<file path="config.mk">
export PLATFORM = sky130hd
export DESIGN_NAME = permutation_sequencer
export DESIGN_NICKNAME = d
export VERILOG_FILES = /design/src/rtl/permutation_sequencer.sv
export SDC_FILE = /design/constraint.sdc
export NUM_CORES = 1
export LEC_CHECK = 0
export ABC_AREA = 1
export CAP_MARGIN = 20
export CORE_AREA = 4 4 41 43
export DETAILED_ROUTE_END_ITERATION = 8
export DIE_AREA = 0 0 45 47
export PLACE_DENSITY = 0.72
export SLEW_MARGIN = 20
export SYNTH_ARGS = -nofsm -noshare
export SYNTH_HDL_FRONTEND = slang
export SYNTH_SLANG_ARGS = --single-unit
</file>
<file path="constraint.sdc">
create_clock -name clock_i -period 1.9 [get_ports clock_i]
set_clock_uncertainty 0.05 [all_clocks]
set_input_delay 0.285 -clock clock_i [delete_from_list [all_inputs] [get_ports clock_i]]
set_output_delay 0.285 -clock clock_i [all_outputs]
set_load 0.1 [all_outputs]
</file>
<file path="src/rtl/permutation_sequencer.sv">
// Round sequencer for a p^a / p^b permutation datapath: IDLE -> FIRST -> RUN -> DONE.
// Define PERM_SEQ_ABORT_EN to add abort_i, which cancels a running permutation.
module permutation_sequencer #(
   parameter int NB_ROUNDS_A = 12,
   parameter int NB_ROUNDS_B = 6
) (
   input  logic       clock_i,
   input  logic       reset_i,
   input  logic       start_i,
   input  logic       rounds_sel_i,
   input  logic       xor_en_i,
   input  logic       xor_src_i,
`ifdef PERM_SEQ_ABORT_EN
   input  logic       abort_i,
`endif
   output logic       ready_o,
   output logic       done_o,
   output logic       selectionp_o,
   output logic       enable_o,
   output logic       bypass_o,
   output logic       mode_int_ext_o,
   output logic [3:0] round_o
);

   typedef enum logic [1:0] {IDLE, FIRST, RUN, DONE} state_t;

   // Every run ends on constant 11, so only the starting index 12-N needs storing.
   localparam logic [3:0] LastRound   = 4'd11;
   localparam logic [3:0] FirstRoundA = 4'(12 - NB_ROUNDS_A);
   localparam logic [3:0] FirstRoundB = 4'(12 - NB_ROUNDS_B);

   state_t     state_q, state_d;
   logic [3:0] round_q, round_d;
   logic       xorEn_q, xorEn_d;
   logic       xorSrc_q, xorSrc_d;
   logic       abortReq;

`ifdef PERM_SEQ_ABORT_EN
   assign abortReq = abort_i;
`else
   assign abortReq = 1'b0;
`endif

   always_ff @(posedge clock_i or posedge reset_i) begin
      if (reset_i) begin
         state_q  <= IDLE;
         round_q  <= 4'd0;
         xorEn_q  <= 1'b0;
         xorSrc_q <= 1'b0;
      end else begin
         state_q  <= state_d;
         round_q  <= round_d;
         xorEn_q  <= xorEn_d;
         xorSrc_q <= xorSrc_d;
      end
   end

   always_comb begin
      state_d        = state_q;
      round_d        = round_q;
      xorEn_d        = xorEn_q;
      xorSrc_d       = xorSrc_q;
      ready_o        = 1'b0;
      done_o         = 1'b0;
      enable_o       = 1'b0;
      selectionp_o   = 1'b0;
      bypass_o       = 1'b1;
      mode_int_ext_o = 1'b0;
      round_o        = 4'd0;

      case (state_q)
         IDLE: begin
            ready_o = 1'b1;
            if (start_i) begin
               xorEn_d  = xor_en_i;
               xorSrc_d = xor_src_i;
               round_d  = rounds_sel_i ? FirstRoundA : FirstRoundB;
               state_d  = FIRST;
            end
         end
         FIRST, RUN: begin
            enable_o       = 1'b1;
            selectionp_o   = (state_q == RUN);
            bypass_o       = (state_q == RUN) ? 1'b1 : !xorEn_q;
            mode_int_ext_o = xorSrc_q;
            round_o        = round_q;
            if (abortReq) begin
               state_d = IDLE;
            end else if (round_q == LastRound) begin
               state_d = DONE;
            end else begin
               state_d = RUN;
               round_d = round_q + 4'd1;
            end
         end
         DONE: begin
            done_o         = 1'b1;
            mode_int_ext_o = xorSrc_q;
            state_d        = IDLE;
         end
         default: state_d = IDLE;
      endcase
   end

endmodule

</file>
# ---- Word-level counts from Yosys, hierarchy flattened
# Cells that the tools add are included.
dict set report totals {
  wordCells 33
  reg_bits 8
  out_inout_bits 10
}
dict set report classes {
  add_sub_neg 1
  n_eq_ne 6
  reduce_logical 7
  mux 15
}
# operator n
set op_table {}
lappend op_table {{$mux 4} 3}
lappend op_table {{$mux 1} 8}
lappend op_table {{$pmux 4 s2} 1}
lappend op_table {{$pmux 2 s3} 1}
lappend op_table {{$add 4x1->4 const B} 1}
lappend op_table {{$eq 2x2->1 const B} 2}
lappend op_table {{$eq 4x4->1 const B} 1}
lappend op_table {{$ne 2x2->1 const B} 2}
lappend op_table {{$mux 3} 1}
lappend op_table {{$reduce_and 3->1} 1}
lappend op_table {{$reduce_or 3->1} 1}
lappend op_table {{$eq 2x1->1 const B} 1}
lappend op_table {{$logic_not 2->1} 1}
lappend op_table {{$mux 2} 1}
lappend op_table {{$reduce_and 2->1} 1}
lappend op_table {{$reduce_bool 2->1} 1}
lappend op_table {{$reduce_or 2->1} 1}
lappend op_table {{$logic_not 1->1} 1}

# ---- Longest topological paths before layout
dict set report depth {
  ltp_word 4
  mapped_depth 9
  mapped_depth_nobuf 8
}

# ---- Worst setup path before layout
# No wires, ideal clock.
dict set report synth_path {
  path_type {register -> output}
  from {reg state_q[1]}
  to {out bypass_o}
  path_buffers 1
  stages_incl_launch_ff 5
  setup_slack_ns -0.726
  t_arrival_ns 2.291
  path_cell_list {dfrtp_1 -> inv_1 -> ha_1 -> buf_6 -> nand3b_1}
}
dict set report synth_between {
  elab_chain_cells 3
  word_cells_on_any_way 5
  classes_between {eq/ne (2); mux (2); reduce/logical (1)}
}
# item line
set synth_rtl {}
lappend synth_rtl {{start, declared} 32} ;# state_t state_q, state_d;
lappend synth_rtl {{start signal, assigned} 51} ;# state_q <= state_d;
lappend synth_rtl {{$eq 2x2->1 / $eq 2x1->1 (equally long branches)} {71, 84}}
lappend synth_rtl {{$mux 1 / $reduce_or 2->1 (equally long branches)} {84, 71}}
lappend synth_rtl {{$mux 1 (*)} 71} ;# case (state_q)
lappend synth_rtl {{end, declared} 20} ;# output logic bypass_o,
# Mark *: on every way between the ends. The rest lies on a longest branch, timed or not.

# ---- Worst setup path in the final report
dict set report layout_path {
  from {reg state_q[1]}
  to {out round_o[3]}
}
dict set report layout_between {
  elab_chain_cells 3
  word_cells_on_any_way 4
  classes_between {eq/ne (2); mux (1); reduce/logical (1)}
}
# item line
set layout_rtl {}
lappend layout_rtl {{$eq 2x2->1 / $eq 2x1->1 (equally long branches)} 71}
lappend layout_rtl {{$reduce_or 2->1 (*)} 71}
lappend layout_rtl {{$mux 4 (*)} 71}
lappend layout_rtl {{end, declared} 22} ;# output logic [3:0] round_o
# Marks and branches as above.

==> flow_summary.json <==
{
  "status": "completed",
  "syn-cell-area_um2": 563,
  "nFillCells": 105,
  "dp_hpwl_um": 982,
  "ys_types": 16,
  "wl_mm": 1.15,
  "syn_avg_cell_area_um2": 7.22,
  "rsz0062_at_grt": "no",
  "clk_pin_slew_ns": 0.05,
  "worst_setup_path_end_kind": "output pin",
  "grt_pass1_vias": 451,
  "die_x_um": 45,
  "worst_ep_arrival_time_ns": 1.47,
  "design_area_um2": 883,
  "pin_count": 16,
  "setup_ws_ns": 0.0929,
  "hold_viol_final": 0,
  "initial_core_util_pct": 43.3,
  "ys_seq_area_share_pct": 35.6,
  "route.vias.total": 507,
  "drv_cap": 0,
  "antenna_found_initial": 0,
  "drc": 0,
  "synth_warnings": 0,
  "ant_nets": 0,
  "clkSinkCount": 8,
  "synth_area_leaders": "dfrtp_1 36%, nand2_1 19%, ha_1 13%",
  "cts_made_buffers": 3,
  "critPathLaunchType": "flip-flop",
  "drv_slew": 0,
  "relSlewSlack_pct": 82.2,
  "crit_type": "reg -> out",
  "grt_overflow_total": 0,
  "fp.dieH_um": 47,
  "vias_per_cell": 4.57,
  "first_iter_violations": 2,
  "portBuffers": 15,
  "grt_pass1_wl_mm": 1.81,
  "critPathRequiredTime_ns": 1.56,
  "gp_congestion": 0.762,
  "worst_pin_slew_ns": 0.266,
  "synthToLayoutAreaGrowth_pct": 56.9,
  "drive_gt1_share_pct": 30.2,
  "clk_path_buf_depth": 2,
  "setup_viol": 0,
  "cp_max_fo": 11,
  "finalHoldWorstSlack_ns": 0.215,
  "cts_tree": "yes",
  "num_antenna_cells": 0,
  "synth_top_area_cell": "dfrtp_1",
  "grt_use_total_pct": 12.5,
  "grt_max_degree": 13,
  "synth_cells": 78,
  "die_area_um2": 2120,
  "syn-num-nets": 90,
  "nNetsFinal": 110,
  "place_area_um2": 851,
  "r2r_slack_ns": 0.37,
  "hp-class": "in -> async",
  "final_cell_mix": "28 x nand2_1, 10 x buf_12, 8 x inv_1, 8 x dfrtp_1",
  "max_freq_ghz": 0.553,
  "synth_top_area_share_pct": 35.6,
  "period_needed_ns": 1.81,
  "htreeDepth": 1,
  "finalCritPeriodShare_pct": 95.1,
  "std_cell_rows": 13,
  "firstDrtPassIters": 4,
  "clkLatencyLatePin_ns": 0.24,
  "cts_root_buf": "clkbuf_4",
  "detail_route.wl_per_cell_um": 10.3,
  "core-area_um2": 1300,
  "dp_slack_ns": 0.222,
  "final_common_cell": "nand2_1",
  "synth-seq-cells": 8
}
-- Yosys cell counts, drive strengths merged --
master,n
nand3b,1
nand3,1
buf,1
nor2,8
ha,6
o21ai,2
inv,16
nand4,1
a21oi,2
dfrtp,8
or2,1
mux2,1
nand2,30
-- logic make-up (layout without fill, tap and decap cells) --
group | Yosys count | after routing | synth area share, %
adders and majority gates | 6 | 6 | 13.3
and+or+nand+nor | 42 | 42 | 32.9
buffers and inverters | 17 | 35 | 12.7
AOI/OAI and AO/OA | 4 | 4 | 3.56
DFF | 8 | 8 | 35.6
muxes | 1 | 1 | 2.00
-- registers in the layout, summed over array words and instances, names as in the netlist --
register  count
xorSrc_q      1
state_q       2
round_q       4
xorEn_q       1
-- area by class of cell --
class / count / area, µm² / area share [%]
clock buffer: 3 / 22.5 / 2.55
tap: 15 / 18.8 / 2.12
timing repair buffer: 16 / 258 / 29.2
multi-input combinational: 53 / 309 / 35.0
sequential: 8 / 200 / 22.7
inverter: 16 / 75.1 / 8.50
-- routing by layer --
metal,vias up,global-route usage [%],wire length (µm)
met5,-,0,0
met2,7,18.6,562
met4,0,10.5,19
met1,231,15.5,545
li1,267,-,-
met3,2,2.30,18
-- worst max-delay path, stage by stage, from the launching register on --
cell	delay (ns)
dfrtp_1	0.41
inv_1	0.15
ha_4	0.26
nand2_2	0.13
clkinvlp_4	0.11
buf_12	0.17
-- through the flow --
| step | cells | utilization [%] | setup TNS (ns) |
|---|---|---|---|
| final | 111 | 67.9 | 0 |
| after global routing | 111 | 67.9 | 0 |
| after CTS | 110 | 67.3 | 0 |
| after detailed placement | 107 | 65.4 | 0 |
| after global placement | 107 | 65.4 | 0 |
| after floorplan | 78 | - | -0.274 |
-- repair_timing --
| item | 4_1_cts | 5_1_grt |
|---|---|---|
| resized for setup | 1 | 1 |
| buffers inserted | 0 | 1 |
| setup endpoints to repair | 1 | 5 |
| pin swaps | 0 | 1 |
| hold buffers | 0 | 0 |
-- final timing paths --
kind / start / depth (start not counted) / to
min in group clock_i: xorEn_q / 1 / xorEn_q
max in group asynchronous: reset_i / 2 / round_q[2]
worst min register to register: xorEn_q / 1 / xorEn_q
worst max-delay path: state_q[1] / 5 / round_o[3]
worst max register to register: state_q[1] / 8 / round_q[1]
worst min-delay path: reset_i / 2 / state_q[1]
Power is not shown: default switching activity piles up to over one toggle a cycle in this logic, so the estimate is an artifact.
